### src/rtl/isl58x_pkg.sv
// ISL58315 sequencer shared definitions.
// Holds the controller state encoding, pixel width and RGB555 field layout.
package isl58x_pkg;

   typedef enum logic [1:0] {
      ST_OFF  = 2'd0,
      ST_WAKE = 2'd1,
      ST_RUN  = 2'd2,
      ST_STOP = 2'd3
   } state_t;

   localparam int PIX_W = 15;
   localparam int CH_W  = 5;
   localparam int R_LSB = 10;
   localparam int G_LSB = 5;
   localparam int B_LSB = 0;

   function automatic logic [15:0] sat_inc16(input logic [15:0] v);
      return (v == 16'hFFFF) ? v : v + 16'd1;
   endfunction

endpackage

### src/rtl/isl58x_raster_cnt.sv
// Raster position counter: advances one slot per pixel tick and wraps.
// Ports: clk_i, sync_rst_i, i_clr (hold at slot 0,0), i_tick,
//        o_h_cnt, o_v_cnt, o_active, o_last_slot, o_frame_first.
module isl58x_raster_cnt
   import isl58x_pkg::*;
#(
   parameter int H_ACTIVE = 1280,
   parameter int H_BLANK  = 160,
   parameter int V_ACTIVE = 800,
   parameter int V_BLANK  = 20,
   parameter int HW = $clog2(H_ACTIVE + H_BLANK),
   parameter int VW = $clog2(V_ACTIVE + V_BLANK)
)(
   input  logic          clk_i,
   input  logic          sync_rst_i,
   input  logic          i_clr,
   input  logic          i_tick,
   output logic [HW-1:0] o_h_cnt,
   output logic [VW-1:0] o_v_cnt,
   output logic          o_active,
   output logic          o_last_slot,
   output logic          o_frame_first
);

   localparam logic [HW-1:0] H_LAST = HW'(H_ACTIVE + H_BLANK - 1);
   localparam logic [VW-1:0] V_LAST = VW'(V_ACTIVE + V_BLANK - 1);
   // One extra bit so an all-active line still compares correctly.
   localparam logic [HW:0]   H_ACT  = (HW+1)'(H_ACTIVE);
   localparam logic [VW:0]   V_ACT  = (VW+1)'(V_ACTIVE);

   logic [HW-1:0] r_h;
   logic [VW-1:0] r_v;

   always_ff @(posedge clk_i) begin
      if (sync_rst_i || i_clr) begin
         r_h <= '0;
         r_v <= '0;
      end else if (i_tick) begin
         if (r_h == H_LAST) begin
            r_h <= '0;
            r_v <= (r_v == V_LAST) ? '0 : r_v + 1'b1;
         end else begin
            r_h <= r_h + 1'b1;
         end
      end
   end

   assign o_h_cnt       = r_h;
   assign o_v_cnt       = r_v;
   assign o_active      = ({1'b0, r_h} < H_ACT) && ({1'b0, r_v} < V_ACT);
   assign o_last_slot   = (r_h == H_LAST) && (r_v == V_LAST);
   assign o_frame_first = (r_h == '0) && (r_v == '0);

endmodule

### src/rtl/isl58x_seq_ctrl.sv
// ISL58315 power sequencer, pixel clock divider and raster timing controller.
// Ports: clk_i, sync_rst_i, enable_i, rtz_mode_i; pixel stream pix_i/pix_vld_i/
//   pix_rdy_o; DAC pins isl58x_D/CLK/RTZ/LOWP/CE; frame_start_o, running_o,
//   underflow_cnt_o (saturating count of starved active slots).
module isl58x_seq_ctrl
   import isl58x_pkg::*;
#(
   parameter int CLK_DIV   = 4,
   parameter int H_ACTIVE  = 1280,
   parameter int H_BLANK   = 160,
   parameter int V_ACTIVE  = 800,
   parameter int V_BLANK   = 20,
   parameter int PWRUP_CYC = 1000
)(
   input  logic             clk_i,
   input  logic             sync_rst_i,
   input  logic             enable_i,
   input  logic             rtz_mode_i,
   input  logic [PIX_W-1:0] pix_i,
   input  logic             pix_vld_i,
   output logic             pix_rdy_o,
   output logic [PIX_W-1:0] isl58x_D,
   output logic             isl58x_CLK,
   output logic             isl58x_RTZ,
   output logic             isl58x_LOWP,
   output logic             isl58x_CE,
   output logic             frame_start_o,
   output logic             running_o,
   output logic [15:0]      underflow_cnt_o
);

   localparam int HW     = $clog2(H_ACTIVE + H_BLANK);
   localparam int VW     = $clog2(V_ACTIVE + V_BLANK);
   localparam int PH_W   = $clog2(CLK_DIV);
   localparam int WT_MAX = (PWRUP_CYC > CLK_DIV) ? PWRUP_CYC : CLK_DIV;
   localparam int WT_W   = $clog2(WT_MAX + 1);

   localparam logic [PH_W-1:0] PH_LAST = PH_W'(CLK_DIV - 1);
   localparam logic [PH_W-1:0] PH_HALF = PH_W'(CLK_DIV / 2);
   localparam logic [WT_W-1:0] WT_PWR  = WT_W'(PWRUP_CYC - 1);
   localparam logic [WT_W-1:0] WT_STOP = WT_W'(CLK_DIV - 1);

   state_t r_state;
   state_t w_nxt;

   logic [WT_W-1:0]  r_wait;
   logic [PH_W-1:0]  r_phase;
   logic             r_eof;
   logic [PIX_W-1:0] r_d;
   logic             r_clk;
   logic             r_rtz;
   logic             r_lowp;
   logic             r_ce;
   logic             r_fs;
   logic             r_running;
   logic [15:0]      r_underflow;

   logic          w_run;
   logic          w_tick;
   logic          w_slot_end;
   logic [HW-1:0] w_h_cnt;
   logic [VW-1:0] w_v_cnt;
   logic          w_active;
   logic          w_last_slot;
   logic          w_frame_first;
   logic          w_unused_pos;

   assign w_run      = (r_state == ST_RUN);
   assign w_tick     = w_run && (r_phase == '0);
   assign w_slot_end = w_run && (r_phase == PH_LAST);

   isl58x_raster_cnt #(
      .H_ACTIVE (H_ACTIVE),
      .H_BLANK  (H_BLANK),
      .V_ACTIVE (V_ACTIVE),
      .V_BLANK  (V_BLANK),
      .HW       (HW),
      .VW       (VW)
   ) u_raster (
      .clk_i         (clk_i),
      .sync_rst_i    (sync_rst_i),
      .i_clr         (!w_run),
      .i_tick        (w_tick),
      .o_h_cnt       (w_h_cnt),
      .o_v_cnt       (w_v_cnt),
      .o_active      (w_active),
      .o_last_slot   (w_last_slot),
      .o_frame_first (w_frame_first)
   );

   assign w_unused_pos = ^{w_h_cnt, w_v_cnt};

   always_ff @(posedge clk_i) begin
      if (sync_rst_i) r_state <= ST_OFF;
      else            r_state <= w_nxt;
   end

   always_comb begin
      w_nxt = r_state;
      unique case (r_state)
         ST_OFF:  if (enable_i) w_nxt = ST_WAKE;
         ST_WAKE: begin
            if (!enable_i)             w_nxt = ST_OFF;
            else if (r_wait == WT_PWR) w_nxt = ST_RUN;
         end
         // Stop only once the final slot of the frame has fully elapsed.
         ST_RUN:  if (w_slot_end && r_eof && !enable_i) w_nxt = ST_STOP;
         ST_STOP: if (r_wait == WT_STOP) w_nxt = ST_OFF;
         default: w_nxt = ST_OFF;
      endcase
   end

   // Shared dwell counter for WAKE and STOP; restarts on every state change.
   always_ff @(posedge clk_i) begin
      if (sync_rst_i || (r_state != w_nxt)) r_wait <= '0;
      else if (r_state == ST_WAKE || r_state == ST_STOP) r_wait <= r_wait + 1'b1;
      else r_wait <= '0;
   end

   always_ff @(posedge clk_i) begin
      if (sync_rst_i || !w_run)   r_phase <= '0;
      else if (r_phase == PH_LAST) r_phase <= '0;
      else                         r_phase <= r_phase + 1'b1;
   end

   // Remembers that the slot now in progress is the frame's last one.
   always_ff @(posedge clk_i) begin
      if (sync_rst_i || !w_run) r_eof <= 1'b0;
      else if (w_tick)          r_eof <= w_last_slot;
   end

   always_ff @(posedge clk_i) begin
      if (sync_rst_i) begin
         r_d         <= '0;
         r_clk       <= 1'b0;
         r_rtz       <= 1'b0;
         r_lowp      <= 1'b1;
         r_ce        <= 1'b0;
         r_fs        <= 1'b0;
         r_running   <= 1'b0;
         r_underflow <= '0;
      end else begin
         r_lowp    <= (w_nxt == ST_OFF);
         r_ce      <= (w_nxt == ST_RUN);
         r_running <= (w_nxt == ST_RUN);
         // Registered from the phase, so CLK rises CLK_DIV/2 after D moves.
         r_clk <= w_run && (w_nxt == ST_RUN) && (r_phase >= PH_HALF);
         // Raised for the next cycle when it is the tick of slot (0,0).
         r_fs  <= (w_nxt == ST_RUN) && (!w_run || r_phase == PH_LAST)
                  && w_frame_first;
         if (r_state == ST_OFF && w_nxt == ST_WAKE) r_rtz <= rtz_mode_i;
         if (w_nxt != ST_RUN) r_d <= '0;
         else if (w_tick)     r_d <= (w_active && pix_vld_i) ? pix_i : '0;
         if (w_tick && w_active && !pix_vld_i)
            r_underflow <= sat_inc16(r_underflow);
      end
   end

   assign pix_rdy_o       = w_tick && w_active;
   assign isl58x_D        = r_d;
   assign isl58x_CLK      = r_clk;
   assign isl58x_RTZ      = r_rtz;
   assign isl58x_LOWP     = r_lowp;
   assign isl58x_CE       = r_ce;
   assign frame_start_o   = r_fs;
   assign running_o       = r_running;
   assign underflow_cnt_o = r_underflow;

endmodule

### config.mk
export PLATFORM = sky130hd
export DESIGN_NAME = isl58x_seq_ctrl
export DESIGN_NICKNAME = d
export VERILOG_FILES = /design/src/rtl/isl58x_pkg.sv /design/src/rtl/isl58x_raster_cnt.sv /design/src/rtl/isl58x_seq_ctrl.sv
export SDC_FILE = /design/constraint.sdc
export NUM_CORES = 1
export LEC_CHECK = 0
export BUFFER_PORTS_ARGS = -buffer_cell sky130_fd_sc_hd__buf_2
export CORE_AREA = 3 3 82 84
export DETAILED_ROUTE_END_ITERATION = 8
export DIE_AREA = 0 0 85 87
export PLACE_DENSITY = 0.93
export SYNTH_ARGS = -nofsm -noshare
export SYNTH_HDL_FRONTEND = slang
export SYNTH_HIERARCHICAL = 1
export SYNTH_SLANG_ARGS = --single-unit
### constraint.sdc
create_clock -name clk_i -period 7.1 [get_ports clk_i]
set_clock_uncertainty 0.1 [all_clocks]
set_input_delay 0.71 -clock clk_i [delete_from_list [all_inputs] [get_ports clk_i]]
set_output_delay 0.71 -clock clk_i [all_outputs]
set_load 0.01 [all_outputs]
== Word level (Yosys, flattened, before mapping) ==
Index checks and enable logic that the tools add are counted.

* Word-level logic and storage cells: 77
* Input port bits: 20
* Flip-flop bits (word level): 72
* Output and inout port bits: 38

* $add $sub $neg: 5
* Bitwise logic cells: 2
* Multiplexer cells: 9
* Equal/unequal tests: 13
* $lt $le $gt $ge: 3
* Reduce and logical (&&, ||, !) cells: 32

{| class="wikitable"
|+ Operators by type and width
! cell !! number
|-
| adder 10 x 1 -> 10 bit, second input constant || 2
|-
| equality test 10 bit, second input constant || 2
|-
| adder 16 x 1 -> 16 bit, second input constant || 1
|-
| equality test 16 bit, second input constant || 1
|-
| logical AND 1 bit || 15
|-
| 2-to-1 mux 15 bit || 1
|-
| adder 11 x 1 -> 11 bit, second input constant || 1
|-
| equality test 11 bit, second input constant || 1
|-
| zero test 11 bit || 1
|-
| < comparator 11 bit, second input constant || 1
|-
| 2-to-1 mux 11 bit || 1
|-
| equality test 10 x 2 -> 1 bit, second input constant || 1
|-
| zero test 10 bit || 1
|-
| < comparator 10 bit, second input constant || 1
|-
| 2-to-1 mux 10 bit || 1
|-
| 2-to-1 mux 2 bit || 5
|-
| equality test 2 bit, second input constant || 4
|-
| case mux 2 bit (4 select lines) || 1
|-
| zero test 2 bit || 3
|-
| OR reduction 2 bit || 3
|-
| equality test 2 x 1 -> 1 bit, second input constant || 2
|-
| logical OR 1 bit || 4
|-
| AND reduction 2 bit || 2
|-
| zero test 1 bit || 3
|-
| other kinds (5) || 6
|}

== Longest topological paths before layout ==
Gate-level depths: netlist of the first run.

* Word-level depth: 9
* Mapped depth: 11
* Depth with buffers taken out: 8

== Hierarchy ==
Netlist of the first run, hierarchy kept.

{| class="wikitable"
|+ By module, submodules not included
! module !! cells each !! instances !! seq. area each (um2) !! area an instance (um2)
|-
| isl58x_seq_ctrl || 264 || 1 || 1021.0 || 2438.6
|-
| isl58x_raster_cnt || 137 || 1 || 420.4 || 1189.9
|}

== Least setup slack after synthesis of the first run ==
OpenSTA, ideal clock, no wires.

* Path type: register to register
* Start: reg u_raster.r_v[5] (netlist: u_raster/o_v_cnt[5])
* End: reg r_underflow[12] (netlist: underflow_cnt_o[12])
* Data required time: 6.884 ns
* Path slack: 4.648 ns
* Data arrival time: 2.236 ns
* Library setup time: 0.116 ns
* Stages on the path, launching flop included: 9
* Period minus slack after synthesis: 2.452 ns
* Buffers on the path: 2
* Cell sequence: dfxtp_1 -> or3_2 -> a31oi_1 -> buf_2 -> nor2b_1 -> nand3_1 -> clkbuf_1 -> or3_1 -> o211a_1

* Longest elaborated chain between the ends: 5

{| class="wikitable"
|+ RTL lines
! item !! line !! text
|-
| from (decl) || isl58x_raster_cnt.sv:32 || <nowiki>logic [VW-1:0] r_v;</nowiki>
|-
| from (signal assigned) || isl58x_raster_cnt.sv:41 || <nowiki>r_v <= (r_v == V_LAST) ? '0 : r_v + 1'b1;</nowiki>
|-
| < comparator 10 bit || isl58x_raster_cnt.sv:50 || <nowiki>assign o_active = ({1'b0, r_h} < H_ACT) && ({1'b0, r_v} < V_ACT);</nowiki>
|-
| logical AND 1 bit || isl58x_raster_cnt.sv:50 ||
|-
| named net w_active || isl58x_seq_ctrl.sv:63 || <nowiki>logic w_active;</nowiki>
|-
| logical AND 1 bit (2 in series) || isl58x_seq_ctrl.sv:154 || <nowiki>if (w_tick && w_active && !pix_vld_i)</nowiki>
|-
| AND reduction 2 bit (no line) || - ||
|-
| to (signal assigned) || isl58x_seq_ctrl.sv:155 || <nowiki>r_underflow <= sat_inc16(r_underflow);</nowiki>
|-
| to (decl) || isl58x_seq_ctrl.sv:56 || <nowiki>logic [15:0] r_underflow;</nowiki>
|}

The timed path passes the listed nets, and every way through them passes these cells.
A chain may end at the register's enable or synchronous reset.

== Worst setup path in the final report of the first run ==
* Start: reg u_raster.r_v[5] (netlist: u_raster/o_v_cnt[5])
* End: reg r_underflow[10] (netlist: underflow_cnt_o[10])

Same word-level chain as after synthesis.

==> summary.txt, run 1 <==
Outcome
  • Status: completed

Global routing
  • Global-route wire length before repair: 14300 um
  • Largest net degree at the start of global routing: 42
  • Vias in the first global route: 3117
  • Total track usage: between 20% and 30%
  • GR Overflow Total: 0
  • Antenna violations before repair: 0

Pwr
  • Maximum vdd drop: about 0.00016 V
  • Leak pwr: 1.42 nW
  • Pwr Density: 188 nW/um^2

Clock network
  • Clk_lat worst skew: 0.34 ns
  • H-tree depth: 3
  • CTS tree: yes
  • Worst-path clk slew: about 0.070 ns
  • CTS max path bufs: 2
  • Post-CTS Hold Fix Bufs: 0
  • Post-CTS setup buffers: 0
  • CTS Buf Count: 9
  • PostCTS Resize Cnt: 0
  • Clk sink count: 72
  • Root Driver: clkbuf_8

Logic synthesis
  • Top-count cell post-synth: dfxtp_1
  • Synth Register Bits: 72
  • Most common library cells after synthesis: dfxtp_1 (72), nor2_1 (37), nand2_1 (32), nand4_1 (30), nand3_1 (19)
  • Mean area per synthesized cell: 9.05 um^2
  • Syn nets: between 400 and 500
  • Post-synth top area cell: dfxtp_1
  • Predominant post-synthesis flop cell: dfxtp_1
  • Synthesized cell area: roughly 3600 um^2
  • EDFF count, synth: 0
  • Yosys cell types: 62
  • Yosys top cell area share: 39.7%
  • Share of async-settable or async-resettable flops after synthesis: 0%
  • Seq/Total Area, Yosys: 39.7%
  • Top post-synthesis cells by area: dfxtp_1 (40%), nand4_1 (5.2%), nor2_1 (3.8%)
  • Warning count from the yosys run: 6
  • Post-Syn Instances: approximately 400

Timing
  • Worst Tran Pin Value: 1.18 ns
  • Max frequency: 342 MHz
  • Relative slew slack: 20.7%
  • Final setup TNS: 0 ns
  • Final hold violations: 0
  • Unrepaired setup endpoints after global routing: false
  • Post-route minimum period: 2.92 ns
  • Number of setup violations in the final report: 0
  • Max-slew violation count: 0
  • Period utilization: between 40% and 50%

Route
  • Final antenna-violating net count: 0
  • Post-DR wirelength/cell: approximately 16 um
  • Drt first pass iters: 6
  • 1st-iter DRT viols: 221
  • Vias/cell: 6.22
  • Via count: 3311
  • Drt drc: 0
  • Routed wire length: 8330 um

Critical path
  • Crit. End Element: register
  • Worst Setup Path Type: register to register
  • Worst Setup SP: u_raster/o_v_cnt[5]
  • Worst EP required: approximately 7.3 ns
  • Crit path DAT: 3.09 ns
  • Register-to-register setup slack: 4.18 ns
  • Worst R2R Start: u_raster/o_v_cnt[5]
  • CP Launch Type: register
  • Worst R2R End: underflow_cnt_o[10]
  • Critical Path End: underflow_cnt_o[10]
  • Worst r2r path cells: 7
  • Crit Path Max Fanout: 18

Placement
  • Placed Instances: 516
  • HPWL Detailed: 5770 um
  • PortBufs: 57
  • GP Congestion: 0.861

Floorplan
  • Die X: between 80 and 90 um
  • I/O pin count: 58
  • Core ar.: around 6000 um^2
  • DIE HEIGHT: 87 um
  • Die area: 7400 um^2
  • Core Rows: 28
  • Initial Util: 60.6%

Layout
  • Fill count: 463
  • Synth-to-Final Area Change: 13.5%
  • Diodes inserted: 0
  • Layout cells sized above 1: 21.4%
  • Non-filler instance count after layout: 532
  • Nets@finish: a little under 500

Job
  • Max-cap check violation count: 0

Hold path
  • Hold path depth: 2
  • Worst hold-check path type: register to register
-- registers in the layout (all words and copies together) (netlist names), 2 cells and up --
signal            count
u_raster/o_v_cnt     10
r_phase               2
r_wait               10
r_state               2
underflow_cnt_o      16
isl58x_D             15
u_raster/o_h_cnt     11
-- worst max-delay path, cell delays in order (launching register included) --
cell and delay (ns):
dfxtp_1 0.35, or3_2 0.50, a31oi_1 0.18, buf_4 0.24, nor2b_1 0.32, nand3_1 0.40
or4_1 0.60, a21oi_1 0.15
-- through the flow --
stage / power [mW] / utilization, % / area (um^2) / setup WS [ns] / hold WS (ns)
after floorplan: 0.426 / - / 3630 / 4.65 / 0.330
after global placement: 0.433 / 65.2 / 3900 / 4.34 / 0.341
after detailed placement: 0.433 / 65.2 / 3900 / 4.26 / 0.357
after CTS: 0.781 / 68.7 / 4120 / 4.20 / 0.381
after global routing: 0.799 / 68.7 / 4120 / 3.97 / 0.398
final: 0.775 / 68.7 / 4120 / 4.18 / 0.379
-- area by class of cell --
class | instances | area [um^2] | area share (%)
Inverter | 19 | 72.6 | 1.76
Clock inverter | 3 | 65.1 | 1.58
Sequential cell | 72 | 1440 | 35.0
Clock buffer | 13 | 149 | 3.62
Timing Repair Buffer | 58 | 293 | 7.11
Tap cell | 75 | 93.8 | 2.28
Multi-Input combinational cell | 292 | 2000 | 48.6
-- routing by layer --
metal / share of wire [%] / vias up / GRT usage (%)
li1: - / 1613 / -
met1: 43 / 1542 / 30.4
met2: 47 / 135 / 37.3
met3: 7.1 / 21 / 4.26
met4: 2.6 / 0 / 13.1
met5: 0 / - / 0
-- cells by family after synthesis --
logic type               after synthesis  synth area share, %
XOR/XNOR                              18                 4.34
adder cells (fa/ha/maj)                9                 3.10
multiplexers                           3                0.828
AND/OR/NAND/NOR                      185                 29.0
buffers and inverters                 37                 5.07
flip-flops                            72                 39.7
AO/OA/AOI/OAI                         77                 18.0
-- worst min path at each step --
stage                           start  slack, ns     endpoint
final                     isl58x_D[9]       0.38  isl58x_D[9]
after global routing        r_wait[0]       0.40    r_wait[0]
after CTS                 isl58x_D[9]       0.38  isl58x_D[9]
after detailed placement   r_phase[0]       0.36   r_phase[0]
after global placement      r_wait[0]       0.34    r_wait[0]
after floorplan             r_wait[0]       0.33    r_wait[0]
-- cells in the final DEF, fill, tap and decap left out, types with 10 or more instances in the layout --
master    count
nor2_1       37
nand3_1      19
clkbuf_8     10
nand2_1      32
xnor2_1      13
nor3_1       10
or4_1        10
a21oi_1      14
o31ai_1      14
nand4_1      30
inv_1        18
dfxtp_1      72
buf_2        57
-- report_power, final --
group | switching, mW | total [mW] | internal, mW
Clock | 0.143 | 0.351 | 0.208
Combinational | 0.0124 | 0.0184 | 0.00601
Sequential | 0.00128 | 0.406 | 0.405
Power figures use the tool's default switching activity.
==> run 2: changes to the inputs <==
Settings changed: CORE_AREA 3 3 82 84 to 3 3 85 87, DIE_AREA 0 0 85 87 to 0 0 88 90, PLACE_DENSITY 0.93 to 0.87.
Clock period 7.1 ns to 2.92 ns, I/O delays scaled along.
==> run 2 against run 1 <==
Clock-buffer cell count is 1 lower. Global-route usage is 2.4 points lower. Core utilization is 4.7 points lower. Maximum frequency is 8.0% higher. Flip-flop and latch count stayed put. Non-clock buffer count is 4 higher. Via count stayed put. Critical path type unchanged. Cell area hardly changed.
==> summary.txt, run 2 (synthesis results as in run 1) <==
Route
  • 1st-iter DRT viols: 189 (-14%)
  • WL met3: 385 um (-35%)
  • Via count: 3311 (unchanged)
  • Length of routed met2 wiring: 4130 um (+5.4%)
  • Drt drc: 0 (unchanged)
  • Top Metal Used: met4
  • Routed wire length: 8290 um (-0.50%)
  • Final antenna-violating net count: 0 (unchanged)
  • Post-DR wirelength/cell: 15.4 um (-1.4%)
  • Vias/cell: 6.17 (-0.93%)
  • Wire length on met1: 3690 um (+2.5%)
  • Drt first pass iters: 4 (-2)

Clock network
  • CTS Buf Count: 9 (unchanged)
  • Root Driver: clkbuf_8
  • Post-CTS setup buffers: 0 (unchanged)
  • Worst-path clk slew: 0.07 ns (about the same)
  • CTS max path bufs: 2 (unchanged)
  • Clk_lat worst skew: 0.35 ns (about the same)
  • Clk sink count: 72 (unchanged)
  • CTS tree: yes
  • H-tree depth: 3 (unchanged)

Timing
  • Worst Tran Pin Value: 1.00 ns (-0.178 ns)
  • Final hold violations: 0 (unchanged)
  • Unrepaired setup endpoints after global routing: false
  • Post-route minimum period: 2.71 ns (-0.216 ns)
  • Max-slew violation count: 0 (unchanged)
  • Number of setup violations in the final report: 0 (unchanged)
  • Hold WS: 0.128 ns (-0.251 ns)
  • Final setup TNS: 0 ns (unchanged)
  • Period utilization: 92.6% (+51 points)
  • Max frequency: 370 MHz (+8.0%)
  • Relative slew slack: 32.9% (+12 points)

Layout
  • Layout cells sized above 1: 22.6% (+1.2 points)
  • Commonest non-fill, non-tap cells in the layout: dfxtp_1 (72), buf_2 (57), nor2_1 (37), nand2_1 (32), nand4_1 (30)
  • Nets@finish: 485 (+0.83%)
  • Fill count: 545 (+18%)
  • Diodes inserted: 0 (unchanged)
  • Max reg flops: 16 (unchanged)
  • Non-filler instance count after layout: 537 (+0.94%)
  • Synth-to-Final Area Change: 13.4% (about the same)
  • Most common cell after layout, fill and taps aside: dfxtp_1

Critical path
  • Crit. End Element: register
  • CP Launch Type: register
  • Register-to-register setup slack: 0.21 ns (-3.96 ns)
  • Worst Setup Path Type: register to register
  • Crit path DAT: 2.88 ns (-0.21 ns)
  • Worst EP required: 3.10 ns (-4.17 ns)
  • Crit Path Max Fanout: 14 (-4)

Pwr
  • Pwr Density: 421 nW/um^2 (+120%)
  • Leak pwr: 1.43 nW (about the same)
  • Maximum vdd drop: 0.000370 V (+130%)

Floorplan
  • Initial Util: 56.5% (-4.1 points)
  • Die X: 88 um (+3.5%)
  • I/O pin count: 58 (unchanged)
  • Core Rows: 29 (+3.6%)
  • Core ar.: 6420 um^2 (+7.2%)
  • Die area: 7920 um^2 (+7.1%)
  • DIE HEIGHT: 90 um (+3.4%)

Global routing
  • Antenna violations before repair: 0 (unchanged)
  • Total track usage: 21.2% (-2.4 points)
  • Largest net degree at the start of global routing: 42 (unchanged)
  • Vias in the first global route: 3009 (-3.5%)
  • GR Overflow Total: 0 (unchanged)
  • Global-route wire length before repair: 13700 um (-4.0%)

Placement
  • GP Congestion: 0.873 (+1.4%)
  • PortBufs: 57 (unchanged)
  • Placed Instances: 522 (+1.2%)
  • HPWL Detailed: 5780 um (about the same)

Job
  • Max-cap check violation count: 0 (unchanged)

Hold path
  • Worst hold-check path type: input port to register

Outcome
  • Status: completed
## run 2: cell count changes in the layout (fill, tap and decap cells not counted), sizes merged
cell | previous run | this run
buf | 58 | 62
bufinv | 2 | 0
clkinvlp | 0 | 1
clkbuf | 13 | 12
clkinv | 2 | 3
## run 2: per-layer routing
layer,track usage (%),vias up
met5,0,-
met4,7.29,0
met3,5.48,7
met2,35.0,96
met1,26.4,1583
li1,-,1625
## run 2: final timing paths
path                  startpoint                  to  depth (start not counted)
max reg2reg  u_raster/o_v_cnt[5]  underflow_cnt_o[4]                          6
min reg2reg            r_wait[0]           r_wait[0]                          1
max          u_raster/o_v_cnt[5]  underflow_cnt_o[4]                          6
min                   rtz_mode_i          isl58x_RTZ                          3
## run 2: report_power, final
group	leakage, nW	switching, mW	internal (mW)
Sequential	0.580	0.00304	0.984
Clock	0.0882	0.351	0.347
Combinational	0.757	0.0305	0.0146
## run 2: what timing repair did
action / 4_1_cts / 5_1_grt
hold buffers: 0 / 0
gates resized for setup: 0 / 1
setup endpoints to repair: 0 / 4
## run 2: layout make-up
class / instances / area (um^2) / share of cell area [%]
Timing Repair Buffer: 62 / 323 / 7.85
Sequential cell: 72 / 1440 / 35.0
Clock buffer: 12 / 155 / 3.77
Multi-Input combinational cell: 292 / 2010 / 48.8
Tap cell: 77 / 96.3 / 2.34
Clock inverter: 3 / 17.5 / 0.426
Inverter: 19 / 72.6 / 1.76
## run 2: worst max-delay path, cell delays in order, from the launching register on
cell	delay, ns
dfxtp_1	0.36
or3_2	0.50
a31oi_1	0.28
nor2b_1	0.38
nand3_2	0.29
or4_1	0.57
a21oi_1	0.15
## run 2: through the flow
| stage | total power [mW] | area, um^2 | setup WS [ns] | util (%) |
|---|---|---|---|---|
| floorplan | 1.04 | 3630 | 0.468 | - |
| global placement | 1.05 | 3940 | 0.255 | 61.3 |
| detailed placement | 1.05 | 3940 | 0.157 | 61.3 |
| CTS | 1.75 | 4110 | 0.0795 | 64.0 |
| global route | 1.79 | 4110 | 0.0686 | 64.1 |
| finish | 1.73 | 4110 | 0.215 | 64.1 |
